===== src/rtl/seven_seg_scanner.sv =====
// seven_seg_scanner: time-multiplexed 4-digit 7-segment driver.
// Ports: clk, rst_n (sync, active-low), digits_in[19:0] (four 5-bit
// codes, digit3 leftmost), dp_in (digit0 decimal point);
// an[3:0] anodes, seg[6:0] cathodes a..g, dp cathode (all active-low),
// frame_start pulses on the edge that snapshots a new frame.
module seven_seg_scanner #(
    parameter int REFRESH_CYCLES = 100000,
    parameter int BLANK_CYCLES   = 4
) (
    input  logic        clk,
    input  logic        rst_n,
    input  logic [19:0] digits_in,
    input  logic        dp_in,
    output logic [3:0]  an,
    output logic [6:0]  seg,
    output logic        dp,
    output logic        frame_start
);

    localparam int CW = $clog2(REFRESH_CYCLES);
    localparam logic [CW-1:0] LAST  = CW'(REFRESH_CYCLES - 1);
    localparam logic [CW-1:0] BLANK = CW'(BLANK_CYCLES);

    logic [CW-1:0] cnt;
    logic [1:0]    idx;
    logic [19:0]   shadow;
    logic          shadow_dp;
    logic [4:0]    cur_code;

    // Code of the digit currently being scanned, from the frame snapshot.
    always_comb begin
        cur_code = shadow[4:0];
        case (idx)
            2'd0: cur_code = shadow[4:0];
            2'd1: cur_code = shadow[9:5];
            2'd2: cur_code = shadow[14:10];
            2'd3: cur_code = shadow[19:15];
            default: cur_code = shadow[4:0];
        endcase
    end

    // Active-low {g,f,e,d,c,b,a}. Codes with bit4 set are either the
    // minus sign (5'b10001) or blank.
    function automatic logic [6:0] decode(input logic [4:0] code);
        logic [6:0] s;
        s = 7'b1111111;
        if (code[4]) begin
            s = (code == 5'b10001) ? 7'b0111111 : 7'b1111111;
        end else begin
            case (code[3:0])
                4'h0: s = 7'b1000000;
                4'h1: s = 7'b1111001;
                4'h2: s = 7'b0100100;
                4'h3: s = 7'b0110000;
                4'h4: s = 7'b0011001;
                4'h5: s = 7'b0010010;
                4'h6: s = 7'b0000010;
                4'h7: s = 7'b1111000;
                4'h8: s = 7'b0000000;
                4'h9: s = 7'b0010000;
                4'hA: s = 7'b0001000;
                4'hB: s = 7'b0000011;
                4'hC: s = 7'b1000110;
                4'hD: s = 7'b0100001;
                4'hE: s = 7'b0000110;
                4'hF: s = 7'b0001110;
                default: s = 7'b1111111;
            endcase
        end
        return s;
    endfunction

    always_ff @(posedge clk) begin
        if (!rst_n) begin
            cnt         <= '0;
            idx         <= 2'd0;
            shadow      <= 20'hFFFFF;
            shadow_dp   <= 1'b0;
            an          <= 4'b1111;
            seg         <= 7'b1111111;
            dp          <= 1'b1;
            frame_start <= 1'b0;
        end else begin
            if (cnt == LAST) begin
                cnt <= '0;
                idx <= idx + 2'd1;
            end else begin
                cnt <= cnt + 1'b1;
            end

            // Snapshot only at the top of a frame so a scroll step
            // cannot tear the displayed number.
            if (cnt == '0 && idx == 2'd0) begin
                shadow      <= digits_in;
                shadow_dp   <= dp_in;
                frame_start <= 1'b1;
            end else begin
                frame_start <= 1'b0;
            end

            // Blank window at the start of every slot hides the
            // anode switch (ghosting guard) and the shadow reload.
            if (cnt < BLANK) begin
                an  <= 4'b1111;
                seg <= 7'b1111111;
                dp  <= 1'b1;
            end else begin
                an  <= ~(4'b0001 << idx);
                seg <= decode(cur_code);
                dp  <= ~(idx == 2'd0 && shadow_dp);
            end
        end
    end

endmodule


===== config.mk =====
export PLATFORM = sky130hd
export DESIGN_NAME = seven_seg_scanner
export DESIGN_NICKNAME = d
export VERILOG_FILES = /design/src/rtl/seven_seg_scanner.sv
export SDC_FILE = /design/constraint.sdc
export NUM_CORES = 1
export LEC_CHECK = 0
export ABC_AREA = 0
export BUFFER_PORTS_ARGS = -buffer_cell sky130_fd_sc_hd__buf_2
export CAP_MARGIN = 30
export CORE_UTILIZATION = 55
export DETAILED_ROUTE_END_ITERATION = 10
export PLACE_DENSITY = 0.88
export SYNTH_ARGS = -nofsm -noshare
export SYNTH_HDL_FRONTEND = slang
export SYNTH_SLANG_ARGS = --single-unit

===== constraint.sdc =====
create_clock -name clk -period 6.7 [get_ports clk]
set_clock_uncertainty 0.1 [all_clocks]
set_input_delay 0.67 -clock clk [delete_from_list [all_inputs] [get_ports clk]]
set_output_delay 0.67 -clock clk [all_outputs]
set_load 0.03 [all_outputs]

==> impl_results.md, run 1 <==
- Post-synth top cells: 53 x dfxtp_1, 52 x nand2_1, 29 x nand3_1
- Top post-synthesis cells by area: dfxtp_1 45%, nand2_1 8.3%, ha_1 6.4%, nand3_1 6.2%, nor2_1 3.3%
- Post-CTS setup buffers: 0
- Port Buffers: 35
- Die Width: 67.5 um
- Peak supply drop: between 0.0001 and 0.00015 V
- Die H: 67.5 um
- IO Count: 36
- Max Cap Viol: 0
- Critical Path RT: 6820 ps
- Antenna-violating nets left: 0
- Synth Instances: 271
- Final Critical Period: ~2700 ps
- Final WS setup: roughly 4000 ps
- Share of cells above drive strength 1: 0.167
- Total global-route track usage: 0.233
- Top FF cell, synth: dfxtp_1
- DP HPWL: around 3.3 mm
- DP Worst Slack: about 4000 ps
- DIE AREA: 4550 sq um
- Leakage: around 1.1 nW
- Post-synthesis adder-cell area fraction: 0.0637
- Synthesized area: 2360 sq um
- CTS Buf Count: 5
- Final WL: roughly 4.6 mm
- TNS Setup: 0 ps
- Post-synth EDFFs: 0
- Xor/xnor cell area share of the yosys netlist: 0.0594
- Synth top area share: 0.450
- Hold Fails Final Rpt: 0
- F_max: ~370 MHz
- Total gr overflow: 0
- CTS sink cnt: 53
- CTS Hold Bufs: 0
- Status: finished clean
- Largest family of logic cells by synthesized area: simple AND/OR/NAND/NOR gates
- Worst skew pair latency: approximately 300 ps
- Drt first pass iters: 4
- Antenna diodes: 0
- Critical Path End Type: register
- Synthesized flop and latch total: 53
- Most frequent cell after synthesis: dfxtp_1
- Post-synth cell types: 36
- Relative slew margins: 0.340
- RD Place Congestion: 0.861
- Crit path largest cell delay: between 700 and 800 ps
- P&R area growth vs syn: 10.8%
- Num rows: 23
- Final Cycle Share: 0.407
- # DRC: 0
- Fill cells: between 300 and 400
- CP startpoint kind: register
- Largest net degree at the start of global routing: 28
- Critical path fanouts, max: 27
- Critical Path AT: 2850 ps
- Deepest clock path buffer count: 2
- DRT iter0 DRCs: 158
- HP Class: reg2reg
- Clk pin slew, worst setup/hold paths: approximately 90 ps
- CP cell instances: or4_1 > or4_4 > nor2_2 > nand2_1 > a21boi_0
- Synthesized Nets: roughly 300
- Asr flop ratio synth: 0
- # setup viols final: 0
- First-pass GRT wire length: 7.96 mm
- Core area: between 4000 and 5000 sq um
- Post-synthesis mux area share: 0.0355
- Initial Util: 0.581
- DR vias/cell: 5.42
- Seq/Total Area, Yosys: 0.450
- Worst setup path category: reg2reg
- Synthesis Warnings: 0
- Pins Over Slew Limit: 0
- H-tree depth: 2
- Compound-gate portion of the synthesized area: 0.0759
- Pwr dens: between 200 and 250 nW/um^2
- Vias in the first global route: between 1500 and 2000
- Least-Margin Pin Slew: 989 ps
- Via count: approximately 1900
- Post-synthesis simple-gate area fraction: 0.263
- CTS Root Cell: clkbuf_8
- CTS-repair resized insts: 0
- Detailed-route wire length per cell: 13.1 um
- Critical path's slowest cell: nor2_2
- CTS tree: done
- Fin nets: roughly 330
- Post-Syn Area per Cell: between 8 and 9 sq um
- Yosys top cell by area: dfxtp_1
- Unrepaired setup endpoints after global routing: no
- Initial antenna violation count: 0
[through the flow]
stage / instance area (sq um) / util / power (mW) / cells / hold WS, ps
2_1_floorplan: 2360 / - / 0.424 / 271 / 268
3_3_place_gp: 2520 / 0.620 / 0.437 / 342 / 303
3_5_place_dp: 2520 / 0.620 / 0.441 / 342 / 305
4_1_cts: 2610 / 0.644 / 0.625 / 350 / 323
5_1_grt: 2610 / 0.644 / 0.652 / 350 / 342
6_report: 2610 / 0.644 / 0.619 / 350 / 314
[cell families after synthesis]
logic type,after synthesis
buffers and inverters,26
adders and majority gates,12
DFF,53
xor gates and xnor gates,16
AOI/OAI and AO/OA,24
muxes,8
and+or+nand+nor,132
[critical path: cells and delay by family (launching register included)]
family	cells	cell delay, ps
AO/OA/AOI/OAI	1	200
flip-flops	1	360
AND/OR/NAND/NOR	4	1990
[worst paths after layout]
kind                                              from  slack, ps  depth (start not counted)                      to
worst max-delay path                cnt[12]$_SDFF_PP0_       3970                          5  shadow_dp$_SDFFE_PN0P_
worst min-delay path            shadow_dp$_SDFFE_PN0P_        310                          1           dp$_SDFF_PP1_
worst max register to register      cnt[12]$_SDFF_PP0_       3970                          5  shadow_dp$_SDFFE_PN0P_
worst min register to register  shadow_dp$_SDFFE_PN0P_        310                          1           dp$_SDFF_PP1_
[registers in the layout, summed over array words and instances (netlist names)]
register and count:
shadow 20, cnt 17, seg 7, an 4
idx 2, dp 1, frame_start 1, shadow_dp 1
[area by class of cell]
| type | instances | area [sq um] | area share |
|---|---|---|---|
| multi-input combinational | 192 | 1170 | 0.449 |
| sequential | 53 | 1060 | 0.406 |
| timing repair buffer | 35 | 175 | 0.0670 |
| clock buffer | 6 | 82.6 | 0.0316 |
| tap | 50 | 62.6 | 0.0239 |
| inverter | 12 | 45.0 | 0.0172 |
| clock inverter | 2 | 13.8 | 0.00527 |
[where the power goes]
| part | internal, mW | total [mW] | leakage, nW | switching [mW] |
|---|---|---|---|---|
| Combinational | 0.0332 | 0.0907 | 0.653 | 0.0575 |
| Clock | 0.0838 | 0.184 | 0.0512 | 0.100 |
| Sequential | 0.334 | 0.344 | 0.434 | 0.00939 |
[cells in the final DEF (no fill, tap or decap), types with 2 or more instances in the layout]
cell type and n:
dfxtp_1 53, nand2_1 52, buf_2 35, nand3_1 29, nor2_1 21, inv_1 12
ha_1 12, xor2_1 9, o211ai_1 9, xnor2_1 7, clkbuf_8 6, a222oi_1 5
mux2i_1 5, nand4_1 5, nand2b_1 4, and2_1 4, o21ai_0 4, mux2_2 3
or4_1 2, or3_1 2, or4_4 2, nor2b_1 2, a21oi_1 2, o221ai_1 2
and3_1 2, nor3_1 2
[routing by layer]
layer  part of all wire  track usage  wire length [um]
met1               0.43        0.260              1960
met4              0.014       0.0824                65
met2               0.51        0.422              2350
met5                  0            0                 0
met3              0.041       0.0574               187
No activity file was read; power rests on OpenSTA's default activity.
==> run 2, diff against run 1 <==
--- a/config.mk
+++ b/config.mk
@@ -8,9 +8,9 @@
 export ABC_AREA = 0
 export BUFFER_PORTS_ARGS = -buffer_cell sky130_fd_sc_hd__buf_2
 export CAP_MARGIN = 30
-export CORE_UTILIZATION = 55
+export CORE_UTILIZATION = 50
 export DETAILED_ROUTE_END_ITERATION = 10
-export PLACE_DENSITY = 0.88
+export PLACE_DENSITY = 0.84
 export SYNTH_ARGS = -nofsm -noshare
 export SYNTH_HDL_FRONTEND = slang
 export SYNTH_SLANG_ARGS = --single-unit
==> constraint.sdc (replaced) <==
create_clock -name clk -period 2.45 [get_ports clk]
set_clock_uncertainty 0.1 [all_clocks]
set_input_delay 0.245 -clock clk [delete_from_list [all_inputs] [get_ports clk]]
set_output_delay 0.245 -clock clk [all_outputs]
set_load 0.03 [all_outputs]
==> run 2 against run 1 <==
  * The run now ends with design-rule violations left
  * Total power increased to 2.9 times the previous value
  * Cell count increased by 4.0%
  * Setup slack got worse by 3800 ps
  * Clock-buffer cell count down 1
  * Via count is 3.8% higher
  * Critical path depth unchanged
  * Core utilization decreased by 2.7 points
  * Design area up 4.9%
  * Clock power grew to 3.3 times the previous value
  * Non-clock buffer count is 12 higher
  * Routed wire length up 2.9%
  * Largest cell class unchanged
==> impl_results.md, run 2 (same netlist as run 1, synthesis figures left out) <==
- Fin nets: 346 (+3.6%)
- # DRC: 8 (+8)
- Total gr overflow: 0 (unchanged)
- CTS sink cnt: 53 (unchanged)
- Largest net degree at the start of global routing: 27 (-3.6%)
- DRT iter0 DRCs: 157 (-0.63%)
- Final Cycle Share: 0.946 (+0.539)
- Worst setup path category: reg2reg
- Critical path fanouts, max: 16 (-41%)
- Status: finished, violations left
- Relative slew margins: 0.647 (+0.307)
- Total global-route track usage: 0.201 (-0.0317)
- Share of cells above drive strength 1: 0.221 (+0.0545)
- P&R area growth vs syn: 16.3%
- RD Place Congestion: 0.879 (+2.1%)
- Drt first pass iters: 7 (+3)
- Fin util: 0.617 (-0.0270)
- Register area: 1060 sq um (+0.24%)
- Pwr dens: 665 nW/um^2 (+180%)
- F_max: 431 MHz (+18%)
- DR vias/cell: 5.41 (-0.20%)
- Leakage: 1.20 nW (+5.1%)
- Fill cells: 366 (+4.0%)
- First-pass GRT wire length: 7.83 mm (-1.6%)
- Core area: 4440 sq um (+9.5%)
- Deepest clock path buffer count: 2 (unchanged)
- Final WL: 4.70 mm (+2.9%)
- Worst skew pair latency: 310 ps (about the same)
- Vias in the first global route: 1811 (-1.1%)
- Die Width: 70.7 um (+4.7%)
- Hold Fails Final Rpt: 0 (unchanged)
- IO Count: 36 (unchanged)
- Initial Util: 0.531 (-0.0506)
- CP startpoint kind: register
- TNS Setup: 0 ps (unchanged)
- Initial antenna violation count: 0 (unchanged)
- CTS Root Cell: clkbuf_8
- Largest register FFs: 20 (unchanged)
- CTS Buf Count: 5 (unchanged)
- Most common cell after layout, fill and taps aside: nand2_1
- Via count: 1970 (+3.8%)
- Pins Over Slew Limit: 0 (unchanged)
- Biggest regs: shadow: 20 flops, cnt: 17 flops, seg: 7 flops
- Multi-input logic area: 1190 sq um (+1.3%)
- Final Critical Period: 2320 ps (-411 ps)
- Critical Path AT: 2410 ps (-440 ps)
- CTS tree: done
- Unrepaired setup endpoints after global routing: no
- Clk pin slew, worst setup/hold paths: 100 ps (about the same)
- Antenna diodes: 0 (unchanged)
- Critical Path End Type: register
- H-tree depth: 2 (unchanged)
- Failing checks: design-rule violations
- Port Buffers: 35 (unchanged)
- Final instance area: 2740 sq um (+4.9%)
- Final WS setup: 131 ps (-3840 ps)
- Antenna-violating nets left: 0 (unchanged)
- Critical Path RT: 2540 ps (-4280 ps)
- DP Worst Slack: 12.6 ps (-3980 ps)
- Placed insts: 353 (+3.2%)
- Largest reg by FF count: shadow
- Most frequent cells in the layout: 52 x nand2_1, 51 x dfxtp_1, 35 x buf_2, 29 x nand3_1, 21 x nor2_1
- Detailed-route wire length per cell: 12.9 um (-1.1%)
- Fin Hold WS: 24.3 ps (-289 ps)
- DP HPWL: 3.33 mm (+1.4%)
- Num rows: 24 (+4.3%)
- Least-Margin Pin Slew: 525 ps (-464 ps)
- DIE AREA: 5000 sq um (+9.7%)
- Die H: 70.7 um (+4.7%)
- Post-Layout Cell Count: 364 (+4.0%)
- Peak supply drop: 0.000365 V (+150%)
- Total power: 1.82 mW (+190%)
- # setup viols final: 0 (unchanged)
- Dpl cell area: 2590 sq um (+2.8%)
- HP Class: in2reg
- Max Cap Viol: 0 (unchanged)
## run 2: layout make-up
| type | count | share of cell area |
|---|---|---|
| Clock buffer | 5 | 0.0251 |
| Tap cell | 52 | 0.0237 |
| Inverter | 12 | 0.0164 |
| Multi-Input combinational cell | 192 | 0.433 |
| Timing Repair Buffer | 47 | 0.0967 |
| Sequential cell | 53 | 0.388 |
| Clock inverter | 3 | 0.0169 |
## run 2: path summary, 6_finish.rpt
path,slack (ps),endpoint,startpoint,cells past startpoint
worst min register to register,300,dp$_SDFF_PP1_,shadow_dp$_SDFFE_PN0P_,1
worst min-delay path,20,shadow[6]$_SDFFE_PN1P_,digits_in[6],3
worst max-delay path,130,shadow[19]$_SDFFE_PN1P_,cnt[12]$_SDFF_PP0_,5
worst max register to register,130,shadow[19]$_SDFFE_PN1P_,cnt[12]$_SDFF_PP0_,5
## run 2: where the power goes
part,switching (mW),leakage (nW),internal (mW)
registers,0.0267,0.435,0.914
logic,0.166,0.707,0.112
clock network,0.300,0.0543,0.306
total,0.492,1.20,1.33
## run 2: what timing repair did
item / 4_1_cts / 5_1_grt
endpoints found under the setup margin: 0 / 16
gates resized for setup: 0 / 8
hold buffers: 0 / 0
setup buffers: 0 / 3
## run 2: critical path, stage by stage, from the launching register on
cell and delay (ps):
dfxtp_1 360, or4_1 540, or4_4 560, or2_2 440, nand2_1 110, nand3_1 80
## run 2: layer usage
metal  vias to the layer above  part of all wire  GRT usage
met5                         -                 0          0
met3                        11             0.045     0.0541
met2                        55              0.49      0.328
met1                       912              0.44      0.241
li1                        992                 -          -
met4                         0             0.026      0.111
